$ cat src/rtl/final_schematic.sv
// Pricing core for a timed-rental kiosk plus a constant seven-segment student-number pattern.
// Define SEG_ACTIVE_LOW_EN to invert StudentNumbers for common-anode displays.
module final_schematic #(
  parameter int unsigned RATE_A    = 1,
  parameter int unsigned RATE_B    = 2,
  parameter int unsigned MAX_UNITS = 16
) (
  input  logic        Clock,
  input  logic        ResetN,
  input  logic        ClientA,
  input  logic        ClientB,
  input  logic        Button30Min,
  input  logic        Button1Hour,
  input  logic        Button2Hours,
  output logic [5:0]  ValueToPay,
  output logic [48:0] StudentNumbers
);

  typedef enum logic [1:0] {ClsNone, ClsA, ClsB} cls_e;

  // Bit order of the synchronized vector: {ClientA, ClientB, 30min, 1h, 2h}.
  logic [4:0] sync1_q, sync2_q;
  logic [2:0] btn_prev_q;
  logic [4:0] units_q, units_d;
  cls_e       cls_q, cls_d;

  logic [2:0] btn_rise;
  logic [2:0] add_units;
  logic [5:0] sum_units;
  logic       sel_a, sel_b;
  logic [31:0] rate;
  logic [31:0] price;

  always_ff @(posedge Clock or negedge ResetN) begin
    if (!ResetN) begin
      sync1_q    <= '0;
      sync2_q    <= '0;
      btn_prev_q <= '0;
      units_q    <= '0;
      cls_q      <= ClsNone;
    end else begin
      sync1_q    <= {ClientA, ClientB, Button30Min, Button1Hour, Button2Hours};
      sync2_q    <= sync1_q;
      btn_prev_q <= sync2_q[2:0];
      units_q    <= units_d;
      cls_q      <= cls_d;
    end
  end

  always_comb begin
    btn_rise  = sync2_q[2:0] & ~btn_prev_q;
    // Weights 1, 2, 4 land on distinct bits, so the sum is a plain bit reorder.
    add_units = {btn_rise[0], btn_rise[1], btn_rise[2]};
    sum_units = {1'b0, units_q} + {3'b000, add_units};
    sel_a     = sync2_q[4] & ~sync2_q[3];
    sel_b     = sync2_q[3] & ~sync2_q[4];

    cls_d   = ClsNone;
    units_d = '0;
    if (sel_a) begin
      cls_d = ClsA;
    end else if (sel_b) begin
      cls_d = ClsB;
    end

    if (cls_d == ClsNone) begin
      units_d = '0;
    end else if ((cls_q != ClsNone) && (cls_q != cls_d)) begin
      // Class change discards the previous booking, including edges of this cycle.
      units_d = '0;
    end else if (32'(sum_units) > MAX_UNITS) begin
      units_d = 5'(MAX_UNITS);
    end else begin
      units_d = sum_units[4:0];
    end
  end

  always_comb begin
    rate = '0;
    unique case (cls_q)
      ClsA:    rate = RATE_A;
      ClsB:    rate = RATE_B;
      default: rate = '0;
    endcase
    price = 32'(units_q) * rate;
    if (price > 32'd63) begin
      ValueToPay = 6'd63;
    end else begin
      ValueToPay = price[5:0];
    end
  end

  // Digits "2019123", gfedcba encoding, leftmost digit in the top bits.
  localparam logic [6:0] SegDig0 = 7'h3F;
  localparam logic [6:0] SegDig1 = 7'h06;
  localparam logic [6:0] SegDig2 = 7'h5B;
  localparam logic [6:0] SegDig3 = 7'h4F;
  localparam logic [6:0] SegDig9 = 7'h6F;
  localparam logic [48:0] SegPattern =
    {SegDig2, SegDig0, SegDig1, SegDig9, SegDig1, SegDig2, SegDig3};

`ifdef SEG_ACTIVE_LOW_EN
  assign StudentNumbers = ~SegPattern;
`else
  assign StudentNumbers = SegPattern;
`endif

endmodule

$ cat config.mk
export PLATFORM = sky130hd
export DESIGN_NAME = final_schematic
export DESIGN_NICKNAME = d
export VERILOG_FILES = /design/src/rtl/final_schematic.sv
export SDC_FILE = /design/constraint.sdc
export NUM_CORES = 1
export LEC_CHECK = 0
export ABC_AREA = 1
export CAP_MARGIN = 20
export CORE_UTILIZATION = 30
export DETAILED_ROUTE_END_ITERATION = 10
export GPL_ROUTABILITY_DRIVEN = 0
export SLEW_MARGIN = 20
export SYNTH_ARGS = -nofsm -noshare
export SYNTH_HDL_FRONTEND = slang
export SYNTH_SLANG_ARGS = --single-unit
$ cat constraint.sdc
create_clock -name Clock -period 2.4 [get_ports Clock]
set_input_delay 0.36 -clock Clock [delete_from_list [all_inputs] [get_ports Clock]]
set_output_delay 0.36 -clock Clock [all_outputs]
set_load 0.1 [all_outputs]
# == After elaboration in Yosys (flattened, before gate mapping) ==
# Index checks and enable logic that the tools add are counted.
# totals
register_bits,20
in_bits,7
word_cells,28
# op_classes
addsub,1
multipliers,1
magnitude_cmp,2
n_eq_ne,3
mux,7
bitwise_logic,6
n_reduce_logical,3
# op_table
operator,count
"32-bit by 6-bit greater-than comparator with 1-bit output, second input constant",1
5-bit by 32-bit multiplier with 32-bit output,1
5-bit two-way mux,3
5-bit by 3-bit adder with 6-bit output,1
"6-bit by 5-bit greater-than comparator with 1-bit output, second input constant",1
6-bit two-way mux,1
2-bit two-way mux,2
2-bit case mux with 2 select lines,1
3-bit AND,1
3-bit inverter,1
1-bit AND,2
"2-bit by 1-bit equality test with 1-bit output, second input constant",1
"2-bit equality test, second input constant",1
2-bit logical NOT,1
2-bit != test,1
1-bit inverter,2
2-bit nonzero test,1
1-bit logical AND,1

# == Longest topological paths before layout ==
# depth
word_depth,8
ltp_mapped,13
depth_no_buf,13

# == Worst setup path after synthesis ==
# No wires, ideal clock.
# synth_timing
path_kind,register -> output
start,register cls_q[0]
end,output port ValueToPay[3]
arrival_ns,3.388
path_slack_ns,-1.348
stages_incl_launch_ff,10
n_path_buf,0
cell_sequence,dfrtp_1 -> inv_1 -> nand2_1 -> nor2_1 -> ha_1 -> inv_1 -> fa_1 -> inv_1 -> nor2_1 -> o21ai_0
# synth_between
elab_chain_len,5
word_cells_on_any_way,6
# synth_rtl
element,line_no,rtl
from (decl),25,"cls_e cls_q, cls_d;"
from (signal assigned),40,cls_q <= ClsNone;
from (signal assigned),46,cls_q <= cls_d;
2-bit equality test / 2-bit by 1-bit equality test with 1-bit output (equally long branches),80,unique case (cls_q)
2-bit case mux with 2 select lines (*),80,
5-bit by 32-bit multiplier with 32-bit output (*),85,price = 32'(units_q) * rate;
32-bit by 6-bit greater-than comparator with 1-bit output,86,if (price > 32'd63) begin
6-bit two-way mux (*),86,
to (decl),15,"output logic [5:0] ValueToPay,"
# Mark *: on every way between the ends. The rest lies on a longest branch, timed or not.

# == Final worst setup path ==
# layout_timing
start,register cls_q[1]
end,output port ValueToPay[5]
# The elaborated chain is that of the path after synthesis.

==> run summary <==
largest net degree at the start of global routing = 21
Leakage = 0.909 nW
critical path fanouts, max = 4
Multi-input gate area = 691 sq um
post-route clock period utilization = 1.06
CP Class = register to primary output
max_cap viols = 0
post-synth top area share = 0.345
clk_lat worst skew = 0.26 ns
Critical path origin = cls_q[1]
Mapped Cells = 182
clk root buf = clkbuf_8
share of cells above drive strength 1 = 0.179
Core ar. = 0.00450 sq mm
clock sink total = 20
reg2reg setup slack = 0.52 ns
Worst Setup End Kind = primary output
vias in the first global route = 840
FILL cells = 482
origin of the worst min-delay path = sync1_q[3]
Die ar. = 0.00512 sq mm
Worst VDD drop = 0.426 mV
wire per inst = 8.19 microns
clock-pin slew on the worst setup and hold paths = 0.07 ns
Fin Hold WS = 0.352 ns
die span in x = 71.6 microns
Critical Path End = ValueToPay[5]
CTS buffer count = 3
Slew Limit Fails = 0
GRT overflow = 0
HP Class = register to register
Initial Utilization = 0.322
IO Count = 62
violated checks = setup timing
final hold viol count = 0
worst path required time = 2.04 ns
RSZ-0062 raised after global routing = yes
clk buf depth = 2
commonest non-fill, non-tap cell in the layout = conb_1
Tot GR Track Use = 0.0851
DRC Markers = 0
via count = 967
final period demand of the worst path = 2.53 ns
Synth cell types = 18
CTS tree = built
die height = 71.6 microns
post-synth design cell area = 0.00145 sq mm
FF-to-FF Start = sync2_q[2]
Area contributors post-synth = dfrtp_1, buf_4, ha_1
final setup fails = 2
P&R area growth vs syn = 13.9%
antenna violations before repair = 0
Final WS setup = -0.135 ns
commonest non-fill, non-tap cells in the layout = conb_1, inv_1, dfrtp_1
initial DRC count = 19
DRT Pass-1 Iters = 4
global-route wire length before repair = 3350 microns
max frequency = 395 MHz
outcome = complete, but fails checks
Worst EP arrival = 2.17 ns
Std-Cell Rows = 24
post-synthesis sequential area ratio = 0.345
Cell Pwr Density = 688 mW/mm^2
syn avg cell area = 7.98 sq um
Yosys warning count = 0
n_diodes = 0
Final ANT Viol Nets = 0
R2R cell count = 13
Post-DP HPWL = 1630 microns
Final Skew = 0.00428 ns
Worst Setup Start Kind = register
Yosys reg bits = 20
Final nets = 220
DRT Wirelength = 2070 microns
area leader, netlist = dfrtp_1
register area = 500 sq um
vias per std cell = 3.82
setup_tns = -0.169 ns
hold_buf cts = 0
port bufs = 12
htree depth = 1
RR Endpoint = units_q[2]
-- final cells by class --
cell class                      count  area share
Clock inverter                      1      0.0182
Sequential cell                    20       0.303
Multi-Input combinational cell    131       0.418
Timing Repair Buffer               17       0.132
Inverter                           29      0.0658
Clock buffer                        3      0.0250
Tap cell                           52      0.0393
-- worst min-delay path by stage --
stage / endpoint / slack, ns / cells after the start
floorplan: btn_prev_q[0] / 0.06 / 0
global placement: sync2_q[4] / 0.33 / 0
detailed placement: sync2_q[2] / 0.34 / 0
CTS: sync2_q[3] / 0.36 / 0
global route: sync2_q[0] / 0.36 / 0
finish: sync2_q[3] / 0.35 / 0
-- sequential cells by signal, indices dropped and copies added, names as in the netlist --
name,cells
units_q,5
sync2_q,5
btn_prev_q,3
cls_q,2
sync1_q,5
-- metrics by stage --
stage                     total power [mW]  setup WS (ns)  instance area, sq um  std cells  utilization
after CTS                             1.15         -0.121                  1630        251        0.361
after global placement               0.808          0.109                  1520        245        0.338
after global routing                  1.18         -0.253                  1650        253        0.367
final                                 1.14         -0.135                  1650        253        0.367
after detailed placement             0.812         0.0645                  1520        245        0.338
after floorplan                      0.833        -0.0614                  1640        229            -
-- critical path, cell delays in order (launching register included) --
cell     delay, ns
dfrtp_1       0.41
nor2_1        0.14
inv_2         0.07
nor2_2        0.09
ha_2          0.19
inv_2         0.04
fa_2          0.33
inv_2         0.07
nand2_2       0.06
nand2_2       0.07
a21oi_2       0.05
xor2_1        0.14
nand2_2       0.09
buf_12        0.17
-- power breakdown --
part | total [mW] | internal, mW | switching [mW]
registers | 0.362 | 0.354 | 0.00808
clock network | 0.327 | 0.223 | 0.104
logic | 0.449 | 0.0466 | 0.402
-- metal layers --
| layer | part of all wire | track usage | routed length [microns] |
|---|---|---|---|
| met1 | 0.42 | 0.0907 | 861 |
| met2 | 0.50 | 0.157 | 1030 |
| met3 | 0.063 | 0.0141 | 130 |
| met4 | 0.022 | 0.0523 | 46 |
| met5 | 0 | 0 | 0 |
-- cell usage after synthesis --
master     n
buf_4     49
inv_1     28
nand2_1   25
dfrtp_1   20
nor2_1    20
nand3_1   11
ha_1       9
a21oi_1    5
nand2_2    3
conb_1     2
fa_1       2
o21ai_0    2
inv_2      1
nand3b_1   1
nand4_1    1
nor2_2     1
xnor2_1    1
xor2_1     1
-- repair_timing --
action / CTS / global route
setup buffers: 2 / 2
setup endpoints to repair: 6 / 6
gates resized for setup: 10 / 4
cloned: 0 / 0
pin swaps: 2 / 4
-- cells by family after synthesis --
group	Yosys count	share of synthesized area
buffers and inverters	78	0.328
and+or+nand+nor	62	0.181
DFF	20	0.345
adders and majority gates	11	0.105
AOI/OAI and AO/OA	7	0.0241
xor gates and xnor gates	2	0.0121
other	2	0.00517
No activity file was read; power rests on OpenSTA's default activity.
